<file path="config.mk">
export PLATFORM = sky130hd
export DESIGN_NAME = mult_ctrl
export DESIGN_NICKNAME = d
export VERILOG_FILES = /design/src/rtl/mult_ctrl.sv
export SDC_FILE = /design/constraint.sdc
export NUM_CORES = 1
export LEC_CHECK = 0
export CAP_MARGIN = 20
export CORE_MARGIN = 2
export CORE_UTILIZATION = 30
export DETAILED_ROUTE_END_ITERATION = 10
export RECOVER_POWER = 100
export SYNTH_ARGS = -nofsm -noshare
export SYNTH_HDL_FRONTEND = slang
export SYNTH_SLANG_ARGS = --single-unit
</file>
<file path="constraint.sdc">
create_clock -name clk -period 32 [get_ports clk]
set_input_delay 9.6 -clock clk [delete_from_list [all_inputs] [get_ports clk]]
set_output_delay 9.6 -clock clk [all_outputs]
set_load 0.02 [all_outputs]
</file>
<file path="src/rtl/mult_ctrl.sv">
// mult_ctrl: sequencing controller for the MIPS multiply family
// (MULT/MULTU/MADD/MADDU/MSUB/MSUBU) in front of a combinational signed
// 32x32 multiplier core. Operands are latched and held on the core for
// CALC_CYCLES cycles. The signed product is corrected for unsigned operands
// and then combined with {HI,LO}. The result goes out as a single write strobe.
// busy stalls the pipeline for the whole operation.

module mult_ctrl #(
  parameter int unsigned CALC_CYCLES = 1
) (
  input  logic        clk,
  input  logic        rst,
  input  logic        flush,
  input  logic        start,
  input  logic [2:0]  op,
  input  logic [31:0] rs_val,
  input  logic [31:0] rt_val,
  output logic        core_en,
  output logic [31:0] core_a,
  output logic [31:0] core_b,
  input  logic [63:0] core_product,
  input  logic [63:0] hilo_in,
  output logic        busy,
  output logic        hilo_we,
  output logic [63:0] hilo_out,
  output logic        done
);

  typedef enum logic [2:0] {
    ST_IDLE = 3'd0,
    ST_MUL  = 3'd1,
    ST_CORR = 3'd2,
    ST_ACC  = 3'd3,
    ST_WB   = 3'd4
  } state_t;

  // Counter reload value: number of extra MUL cycles after the first one.
  localparam logic [3:0] CNT_LOAD = 4'(CALC_CYCLES - 1);

  // Opcodes 110 and 111 are not part of the multiply family.
  function automatic logic op_legal(input logic [2:0] o);
    return (o[2:1] != 2'b11);
  endfunction

  // The core only forms signed products. For unsigned operands, add the
  // weight of each operand's sign bit back in. Only the low 32 bits of the
  // adjustment survive the shift into the upper word, modulo 2^64.
  function automatic logic [63:0] unsigned_fix(input logic [63:0] p,
                                               input logic [31:0] a,
                                               input logic [31:0] b);
    logic [31:0] adj;
    adj = (a[31] ? b : 32'd0) + (b[31] ? a : 32'd0);
    return p + {adj, 32'd0};
  endfunction

  // Combine the product with the current {HI,LO}. op[2:1] selects the mode:
  // plain multiply, accumulate or subtract. All arithmetic wraps.
  function automatic logic [63:0] accumulate(input logic [2:0]  o,
                                             input logic [63:0] hi,
                                             input logic [63:0] p);
    logic [63:0] r;
    case (o[2:1])
      2'b01:   r = hi + p;
      2'b10:   r = hi - p;
      default: r = p;
    endcase
    return r;
  endfunction

  state_t      state, state_nx;
  logic [3:0]  cnt;
  logic [31:0] a_r;
  logic [31:0] b_r;
  logic [2:0]  op_r;
  logic [63:0] prod_r;
  logic [63:0] res_r;
  logic [63:0] last_r;

  logic accept_s;
  logic sample_s;
  logic corr_s;
  logic acc_s;
  logic wb_s;

  // State register. Reset lands in IDLE from any state.
  always_ff @(posedge clk or posedge rst) begin
    if (rst) begin
      state <= ST_IDLE;
    end else begin
      state <= state_nx;
    end
  end

  // Next-state logic and per-state datapath strobes. flush overrides every
  // transition and suppresses the write-back.
  always_comb begin
    state_nx = state;
    accept_s = 1'b0;
    sample_s = 1'b0;
    corr_s   = 1'b0;
    acc_s    = 1'b0;
    wb_s     = 1'b0;
    case (state)
      ST_IDLE: begin
        if (!flush && start && op_legal(op)) begin
          accept_s = 1'b1;
          state_nx = ST_MUL;
        end else begin
          state_nx = ST_IDLE;
        end
      end
      ST_MUL: begin
        if (flush) begin
          state_nx = ST_IDLE;
        end else if (cnt == 4'd0) begin
          sample_s = 1'b1;
          state_nx = ST_CORR;
        end else begin
          state_nx = ST_MUL;
        end
      end
      ST_CORR: begin
        if (flush) begin
          state_nx = ST_IDLE;
        end else begin
          corr_s   = 1'b1;
          state_nx = ST_ACC;
        end
      end
      ST_ACC: begin
        if (flush) begin
          state_nx = ST_IDLE;
        end else begin
          acc_s    = 1'b1;
          state_nx = ST_WB;
        end
      end
      ST_WB: begin
        if (flush) begin
          wb_s = 1'b0;
        end else begin
          wb_s = 1'b1;
        end
        state_nx = ST_IDLE;
      end
      default: begin
        state_nx = ST_IDLE;
      end
    endcase
  end

  // Operand and opcode latches. They are loaded only when a request is
  // accepted, so later start pulses cannot disturb a running operation.
  always_ff @(posedge clk or posedge rst) begin
    if (rst) begin
      a_r  <= 32'd0;
      b_r  <= 32'd0;
      op_r <= 3'd0;
    end else if (accept_s) begin
      a_r  <= rs_val;
      b_r  <= rt_val;
      op_r <= op;
    end else begin
      a_r  <= a_r;
      b_r  <= b_r;
      op_r <= op_r;
    end
  end

  // MUL-phase down-counter. The product is sampled when it reaches zero.
  always_ff @(posedge clk or posedge rst) begin
    if (rst) begin
      cnt <= 4'd0;
    end else if (accept_s) begin
      cnt <= CNT_LOAD;
    end else if (state == ST_MUL && cnt != 4'd0) begin
      cnt <= cnt - 4'd1;
    end else begin
      cnt <= cnt;
    end
  end

  // Product register. It captures the core output, then applies the
  // unsigned correction in CORR.
  always_ff @(posedge clk or posedge rst) begin
    if (rst) begin
      prod_r <= 64'd0;
    end else if (sample_s) begin
      prod_r <= core_product;
    end else if (corr_s && op_r[0]) begin
      prod_r <= unsigned_fix(prod_r, a_r, b_r);
    end else begin
      prod_r <= prod_r;
    end
  end

  // Result register. It is formed in ACC, while hilo_in is stable.
  always_ff @(posedge clk or posedge rst) begin
    if (rst) begin
      res_r <= 64'd0;
    end else if (acc_s) begin
      res_r <= accumulate(op_r, hilo_in, prod_r);
    end else begin
      res_r <= res_r;
    end
  end

  // Last committed result. It updates only on an unflushed write, so a
  // discarded operation leaves the visible {HI,LO} value untouched.
  always_ff @(posedge clk or posedge rst) begin
    if (rst) begin
      last_r <= 64'd0;
    end else if (wb_s) begin
      last_r <= res_r;
    end else begin
      last_r <= last_r;
    end
  end

  // Output decode. Everything comes from state or from registers, apart from
  // the flush gating on the write strobe.
  always_comb begin
    busy     = 1'b0;
    core_en  = 1'b0;
    hilo_we  = 1'b0;
    done     = 1'b0;
    hilo_out = last_r;
    core_a   = a_r;
    core_b   = b_r;
    if (state != ST_IDLE) begin
      busy = 1'b1;
    end else begin
      busy = 1'b0;
    end
    if (state == ST_MUL) begin
      core_en = 1'b1;
    end else begin
      core_en = 1'b0;
    end
    if (state == ST_WB) begin
      hilo_out = res_r;
    end else begin
      hilo_out = last_r;
    end
    hilo_we = wb_s;
    done    = wb_s;
  end

endmodule

</file>
==> results of run 1 <==
[power by group]
part | switching (W) | internal, W | total [W]
Combinational | 0.000848 | 0.000637 | 0.00148
Sequential | 0.000136 | 0.000435 | 0.000571
Clock | 0.000167 | 0.000246 | 0.000413
[sequential cells by signal, summed over array words and instances (netlist names)]
register	count
cnt	4
core_a	32
core_b	32
last_r	64
op_r	3
prod_r	64
res_r	64
state	3
[worst min path at each step]
stage / end / cells after the start
2_1_floorplan: op_r[2] / 2
3_3_place_gp: res_r[13] / 2
3_5_place_dp: core_a[27] / 2
4_1_cts: core_a[27] / 2
5_1_grt: core_a[27] / 2
6_report: core_a[27] / 2
[metal layers]
| metal | global-route usage (%) | vias to the layer above | wire (um) |
|---|---|---|---|
| li1 | - | 8803 | - |
| met1 | 23.1 | 8462 | 27600 |
| met2 | 30.7 | 429 | 29700 |
| met3 | 4.27 | 118 | 3890 |
| met4 | 6.34 | 22 | 1900 |
| met5 | 0 | - | 128 |
[synth_stat cells, drive strengths merged, types with 11 or more instances]
cell / n
a211oi: 14
a21o: 61
a21oi: 229
a31oi: 32
and2: 76
and3: 21
buf: 15
clkbuf: 104
dfrtp: 266
ha: 134
inv: 58
mux2: 129
mux2i: 11
nand2: 427
nand2b: 14
nand3: 34
nand4: 21
nor2: 178
nor2b: 15
nor3: 37
o21a: 26
o21ai: 151
o21bai: 23
xnor2: 127
xor2: 43
[area by class of cell]
class / instances / area (sq um)
clock inverters: 18 / 233
fillers: 6512 / 39700
diodes: 6 / 15.0
clock buffers: 46 / 987
well taps: 855 / 1070
multi-input cells: 1918 / 12300
inverters: 58 / 219
flip-flops and latches: 266 / 6660
repair buffers: 344 / 3370
[worst reg2reg max path: stages (launching register included)]
cell and delay [ps]:
sky130_fd_sc_hd__dfrtp_1 440, sky130_fd_sc_hd__nor2_1 230, sky130_fd_sc_hd__and2_2 190, sky130_fd_sc_hd__clkbuf_1 2790
sky130_fd_sc_hd__nor2b_1 1510, sky130_fd_sc_hd__clkbuf_1 2270, sky130_fd_sc_hd__mux2_2 510
[stage by stage]
| stage | area [sq um] | hold WS [ps] |
|---|---|---|
| finish | 24900 | 490 |
| CTS | 24900 | 500 |
| global placement | 23700 | 479 |
| detailed placement | 23700 | 486 |
| global route | 24900 | 510 |
| floorplan | 19600 | 450 |
[cell families after synthesis]
| logic type | after synthesis | share of synthesized area [%] |
|---|---|---|
| xor gates and xnor gates | 170 | 7.59 |
| and+or+nand+nor | 865 | 19.8 |
| buffers and inverters | 177 | 3.44 |
| DFF | 266 | 33.9 |
| AOI/OAI and AO/OA | 606 | 18.4 |
| adders and majority gates | 137 | 8.85 |
| muxes | 140 | 7.96 |
==> metrics.yaml, run 1 <==
critPathMaxStageDelay_ps: 1300
instances_no_fill: 3511
crit_arrival_ps: 12420
setup.worst_path.end_class: "output pin"
skew_pair_late_insertion_delay_ps: 570
crit_slowest_cell: "sky130_fd_sc_hd__nor2b_1"
critPathTopFamily: "buffers and inverters"
wirelength_per_cell_um: 18.0
clockRootBuffer: "sky130_fd_sc_hd__clkbuf_16"
hold_violations: 0
antenna_left: 0
dp_hpwl_mm: 48.7
worst-r2r-setup-slack_ps: 23940
final.setup.worst_slack_ps: 9980
clock_sink_count: 266
setup_tns_final_ps: 0
required_ps: 22400
setup-violations-final: 0
path_cells: "dlygate4sd3_1, nor2b_1, dlygate4sd3_1"
detail_route.wirelength_mm: 63.2
critical_path_cell_count: 3
p_leak_nw: 11.6
register_area_share_after_synthesis_pct: 33.9
utilization_pct: 38.5
grt_first_pass_wirelength_mm: 98.4
cts_inserted_buffers: 35
routed_via_density: 5.08
holdBufCountCts: 0
cts_max_path_buffers: 3
min_period_ps: 22020
crit_path_max_fanout: 16
crit_top_cell: "sky130_fd_sc_hd__dlygate4sd3_1"
synthDominantAreaCellType: "sky130_fd_sc_hd__dfrtp_1"
grt_max_degree: 156
drc: 0
drt_pass1_iterations: 7
floorplan.rows: 93
die_height_um: 260
pre_cts_slack_ps: 10820
combined_buffer_and_inverter_count_along_the_critical_path: 2
grt.overflow.total: 0
areaGrowthSynthToFinish_pct: 26.7
synth_edf_count: 0
rr_startpoint: "state[0]"
tritoncts_clock_tree: "built"
timing.clock.skew_ps: 37.0
layout.cells.most_common: "sky130_fd_sc_hd__nand2_1"
syn_avg_cell_area_sq_um: 8.31
antenna_found_initial: 18
synthesis.instances: 2361
worstSetupStartpointType: "input pin"
vias: 17800
floorplan.initialDensity_pct: 30.4
core-area_sq_um: 64600
run_status: "finished with violations"
dieArea_sq_um: 67500
r2r_worst_path_depth: 6
worstSetupPathType: "input pin to output pin"
asyncSetResetFlopFracSynth_pct: 100
cts_post_setup_buffers_inserted: 0
layout_cells_sized_above_1_pct: 7.40
pnr_total_power_w: 0.00247
cts_resized: 0
timing.slew.headroom_pct: -450
most-common-layout-cells: "sky130_fd_sc_hd__nand2_1 (426), sky130_fd_sc_hd__dfrtp_1 (266), sky130_fd_sc_hd__a21oi_1 (229), sky130_fd_sc_hd__clkdlybuf4s50_1 (212), sky130_fd_sc_hd__nor2_1 (177)"
first_global_vias: 17700
timing.critical_path.from: "flush"
final_nets: 2959
clk_pin_slew_worst_paths_ps: 60
ctsHtreeMaxLevel: 2
ys_seq_elements: 266
rsz0062_at_grt: "false"
terminus_of_the_critical_flop_to_flop_path: "last_r[58]"
tightest_slew_ps: 8250
fin_crit_sh_pct: 68.8
grt_use_total_pct: 18.3
worst_min_path_start: "core_a[27]"
first_iter_violations: 785
synth_fp_nets: 2697
die_width_um: 260
io_buffers: 330
failing_checks: "max-capacitance violations, max-slew violations"
cap_violations: 11
critPathCapture: "hilo_we"
fmaxAchievable_mhz: 45.4
num_io_pins: 331
synth_largest_type_area_fraction_pct: 33.9
ys_flop_type: "sky130_fd_sc_hd__dfrtp_1"
hold_path_class: "register to register"
cell_area_after_synthesis_sq_um: 19600
irDropWorstVdd_mv: 0.0445
report.final.slew_viol_count: 689
routability_cong: 0.913
placed_cells_incl_taps: 3441
yosysWarnings: 0
power_density_cells_nw_per_um2: 99.3
yosys.cell_types.count: 71
netlist_top_cells_area: "sky130_fd_sc_hd__dfrtp_1 (34%), sky130_fd_sc_hd__ha_1 (8.5%), sky130_fd_sc_hd__nand2_1 (8.1%)"
Note: power is estimated with default switching activity, not from simulation.
==> inputs of run 2 (changes only) <==
Clock period 32 ns to 19.98 ns, I/O delays scaled along.
==> run 2 against run 1 <==
  * Utilization down 0.12 points
  * Routed wire length up 0.32%
  * Final cell count down 0.26%
  * Via count down 0.26%
  * The flow still finishes with violations (max-capacitance violations, max-slew violations)
  * Combinational power up 61%
  * Clock power up 54%
  * Sequential share of layout area up 0.081 points
  * Worst hold slack better by 5.7 ps
  * First-iteration DRC count up 21%
  * Die area unchanged
==> metrics.yaml, run 2 (synthesized netlist as in run 1, its figures left out) <==
worstSetupStartpointType: "input pin"
setup.worst_path.end_class: "output pin"
tritoncts_clock_tree: "built"
cts_post_setup_buffers_inserted: 0
antenna_found_initial: 16
layout.cells.most_common: "sky130_fd_sc_hd__nand2_1"
share_clk_of_total_power_pct: 16.2
reg_top3: "last_r: 64 flops, prod_r: 64 flops, res_r: 64 flops"
path_cells: "dlygate4sd3_1, nor2b_1, clkbuf_1, dlygate4sd3_1"
most-common-layout-cells: "sky130_fd_sc_hd__nand2_1 (426), sky130_fd_sc_hd__dfrtp_1 (266), sky130_fd_sc_hd__a21oi_1 (229), sky130_fd_sc_hd__clkdlybuf4s50_1 (214), sky130_fd_sc_hd__nor2_1 (177)"
crit_arrival_ps: 8580
p_leak_nw: 11.6
ctsHtreeMaxLevel: 2
crit_path_max_fanout: 17
dp_hpwl_mm: 48.9
power.share.switching_pct: 46.5
setup-violations-final: 0
vias: 17800
num_io_pins: 331
routed_via_density: 5.08
pnr_total_power_w: 0.00394
routability_cong: 0.904
grt.overflow.total: 0
failing_checks: "max-capacitance violations, max-slew violations"
report.final.slew_viol_count: 704
crit_slowest_cell: "sky130_fd_sc_hd__clkbuf_1"
grt_use_total_pct: 18.5
clockRootBuffer: "sky130_fd_sc_hd__clkbuf_16"
sequentialPowerShare_pct: 23.2
drc: 0
combined_buffer_and_inverter_count_along_the_critical_path: 3
first_global_vias: 17900
detail_route.wirelength_mm: 63.4
clk_pin_slew_worst_paths_ps: 60
antenna_left: 0
cts_max_path_buffers: 3
cellInternalPower_w: 0.00210
irDropWorstVdd_mv: 0.0720
io_buffers: 330
rsz0062_at_grt: "false"
clock_sink_count: 266
floorplan.rows: 93
wirelength_per_cell_um: 18.1
worstSetupPathType: "input pin to output pin"
cts_resized: 0
core-area_sq_um: 64600
die_width_um: 260
crit_top_cell: "sky130_fd_sc_hd__dlygate4sd3_1"
placedInstanceArea_sq_um: 23700
floorplan.initialDensity_pct: 30.4
timing.slew.headroom_pct: -269
cap_violations: 12
fmaxAchievable_mhz: 68.6
cts_inserted_buffers: 35
critPathTopFamily: "buffers and inverters"
final_design_area_no_fill_sq_um: 24800
skew_pair_late_insertion_delay_ps: 550
critPathMaxStageDelay_ps: 880
run_status: "finished with violations"
timing.clock.skew_ps: 14.5
net-switching-power_w: 0.00183
first_iter_violations: 953
die_height_um: 260
areaGrowthSynthToFinish_pct: 26.3
setup_tns_final_ps: 0
drt_pass1_iterations: 5
min_period_ps: 14580
hold_path_class: "register to register"
dieArea_sq_um: 67500
layout_cells_sized_above_1_pct: 7.14
holdBufCountCts: 0
grt_first_pass_wirelength_mm: 99.2
power_density_cells_nw_per_um2: 159
tightest_slew_ps: 5510
required_ps: 13990
grt_max_degree: 124
fill_cells: 6567
final_nets: 2962
combPwrFrac_pct: 60.6
hold_violations: 0
fin_crit_sh_pct: 73.0
## run 2: cell types whose count changed in the layout (fill, tap and decap cells not counted), sizes merged
cell	before	now
diode	6	1
clkinvlp	6	2
clkdlybuf4s50	212	214
clkinv	7	5
dlygate4sd3	118	116
bufinv	3	4
inv	60	61
## run 2: stage by stage
stage	util (%)	setup WS (ps)	hold slack, ps	std cells
3_3_place_gp	36.7	6280	478	3443
6_report	38.4	5400	496	3502
5_1_grt	38.4	5260	511	3501
3_5_place_dp	36.7	6290	482	3443
2_1_floorplan	-	6660	450	2361
4_1_cts	38.5	6290	498	3500
## run 2: worst reg2reg max path: cells and delay by family (launching register included)
family                 cells  cell delay (ps)
multiplexers               1              540
flip-flops                 1              460
AND/OR/NAND/NOR            3              900
buffers and inverters      3             5990
## run 2: layout make-up
cell class	instances	area [sq um]	area share [%]
inverters	58	219	0.883
diodes	1	2.50	0.0101
well taps	855	1070	4.32
clock inverters	14	188	0.757
flip-flops and latches	266	6660	26.9
clock buffers	43	946	3.82
multi-input cells	1918	12300	49.7
repair buffers	347	3380	13.6
## run 2: path summary, 6_finish.rpt
path / startpoint / end / slack, ps / depth (start not counted)
hold reg to reg: core_b[21] / core_b[21] / 500 / 2
min in group asynchronous: rst / core_b[4] / 7590 / 2
setup reg to reg: state[0] / last_r[19] / 11970 / 7
hold / removal: core_b[21] / core_b[21] / 500 / 2
setup / recovery: flush / hilo_we / 5400 / 4
max in group asynchronous: rst / last_r[7] / 7110 / 4
## run 2: power groups by stage
stage          registers (W)  logic [W]  clock network, W
6_report            0.000914    0.00238          0.000638
5_1_grt             0.000946    0.00266          0.000677
4_1_cts             0.000917    0.00240          0.000660
3_5_place_dp        0.000924    0.00238                 0
3_3_place_gp        0.000919    0.00235                 0
2_1_floorplan       0.000887    0.00177                 0
## run 2: per-layer routing
metal | global-route usage, % | part of all wire [%]
met1 | 22.8 | 43
met2 | 31.8 | 47
met3 | 4.42 | 6.5
met4 | 5.44 | 2.9
met5 | 0 | 0.26
==> inputs of run 3 (changes only) <==
Clock period 19.98 ns to 13.1 ns, I/O delays scaled along.
==> run 3 against run 2 <==
  * The flow still finishes with violations (max-capacitance violations, max-slew violations)
  * Clock skew rose by 17 ps
  * Die area did not move
  * Critical endpoint unchanged
  * Clock-buffer cell count rose by 1
  * Worst setup slack got worse by 3100 ps
  * Sequential power rose by 52%
  * Flip-flop and latch count did not move
  * Largest cell class unchanged
  * Global-route usage rose by 0.12 points
  * Design area fell by 0.26%
  * Via count rose by 0.25%
  * Non-clock buffer count fell by 4
==> metrics.yaml, run 3 (synthesized netlist as in run 1, its figures left out) <==
run_status: "finished with violations"
failing_checks: "max-capacitance violations, max-slew violations"
irDropWorstVdd_mv: 0.108
core-area_sq_um: 64600
final_design_area_no_fill_sq_um: 24700
rsz0062_at_grt: "false"
cts_post_setup_buffers_inserted: 0
worst_min_path_start: "core_b[21]"
final.setup.worst_slack_ps: 2300
skew_pair_late_insertion_delay_ps: 560
detail_route.wirelength_mm: 64.2
pre_cts_slack_ps: 3360
hold_violations: 0
path_cells: "dlygate4sd3_1, nor2b_1, dlygate4sd3_1"
timing.clock.skew_ps: 31.8
fin_crit_sh_pct: 82.4
io_buffers: 330
critPathMaxStageDelay_ps: 1470
rr_startpoint: "prod_r[2]"
vias: 17800
grt_use_total_pct: 18.6
dp_hpwl_mm: 49.3
ctsHtreeMaxLevel: 2
reg_top3: "last_r: 64 flops, prod_r: 64 flops, res_r: 64 flops"
floorplan.initialDensity_pct: 30.4
most-common-layout-cells: "sky130_fd_sc_hd__nand2_1 (426), sky130_fd_sc_hd__dfrtp_1 (266), sky130_fd_sc_hd__a21oi_1 (229), sky130_fd_sc_hd__clkdlybuf4s50_1 (215), sky130_fd_sc_hd__nor2_1 (177)"
terminus_of_the_critical_flop_to_flop_path: "res_r[63]"
layout_cells_sized_above_1_pct: 7.25
antenna_found_initial: 16
p_leak_nw: 11.6
crit_arrival_ps: 6870
areaGrowthSynthToFinish_pct: 26.0
hold_path_class: "register to register"
crit_top_cell: "sky130_fd_sc_hd__dlygate4sd3_1"
report.final.slew_viol_count: 559
num_io_pins: 331
holdBufCountCts: 0
die_height_um: 260
cts_resized: 0
instances_no_fill: 3503
setup_tns_final_ps: 0
dieArea_sq_um: 67500
setup-violations-final: 0
r2r_worst_path_depth: 23
cts_inserted_buffers: 34
layout.cells.most_common: "sky130_fd_sc_hd__nand2_1"
grt.overflow.total: 0
hold_depth: 2
clock_sink_count: 266
die_width_um: 260
routability_cong: 0.939
placed_cells_incl_taps: 3440
floorplan.rows: 93
worstSetupStartpointType: "input pin"
placedInstanceArea_sq_um: 23700
min_period_ps: 10800
wirelength_per_cell_um: 18.3
required_ps: 9170
drc: 0
clockRootBuffer: "sky130_fd_sc_hd__clkbuf_16"
worstSetupPathType: "input pin to output pin"
clk_pin_slew_worst_paths_ps: 60
power_density_cells_nw_per_um2: 242
tightest_slew_ps: 4880
grt_max_degree: 161
cap_violations: 11
crit_slowest_cell: "sky130_fd_sc_hd__nor2b_1"
final_nets: 2957
grt_first_pass_wirelength_mm: 99.4
setup.worst_path.end_class: "output pin"
antenna_left: 0
tritoncts_clock_tree: "built"
first_iter_violations: 909
pnr_total_power_w: 0.00598
worst-r2r-setup-slack_ps: 6200
fmaxAchievable_mhz: 92.6
crit_path_max_fanout: 16
drt_pass1_iterations: 5
cts_max_path_buffers: 3
first_global_vias: 18000
timing.slew.headroom_pct: -227
whs_endpoint: "core_b[21]"
routed_via_density: 5.09
==> run 3: final cells by class <==
class / count / area, sq um
Tap cell: 855 / 1070
Clock inverter: 18 / 153
Fill cell: 6503 / 39900
Multi-Input combinational cell: 1918 / 12300
Clock buffer: 44 / 928
Sequential cell: 266 / 6660
Inverter: 58 / 219
Antenna cell: 1 / 2.50
Timing Repair Buffer: 343 / 3380
==> run 3: worst max-delay path by stage <==
| stage | endpoint | from | slack (ps) |
|---|---|---|---|
| final | hilo_we | flush | 2300 |
| after global routing | hilo_we | flush | 2150 |
| after CTS | hilo_we | flush | 3360 |
| after detailed placement | hilo_we | flush | 3360 |
| after global placement | hilo_we | flush | 3380 |
| after floorplan | cnt[0] | rst | 1840 |
==> run 3: critical path: cells and delay by family <==
kind          cells  cell delay (ps)
simple gates      1             1470
buf+inv           2             1430
==> run 3: stage by stage <==
step	hold WS (ps)	utilization, %
floorplan	450	-
global placement	479	36.7
detailed placement	487	36.7
CTS	502	38.4
global route	510	38.3
finish	492	38.3
==> run 3: power breakdown <==
group	leakage, nW	total (W)	switching, W	internal, W
combinational	7.60	0.00367	0.00211	0.00156
clock	0.535	0.000920	0.000393	0.000527
sequential	3.47	0.00139	0.000329	0.00106
==> run 3: metal layers <==
metal | global-route usage (%) | vias to the layer above | routed length [um]
li1 | - | 8773 | -
met2 | 31.4 | 490 | 30200
met5 | 0 | - | 180
met4 | 5.57 | 28 | 1670
met1 | 23.2 | 8424 | 27800
met3 | 4.83 | 117 | 4310
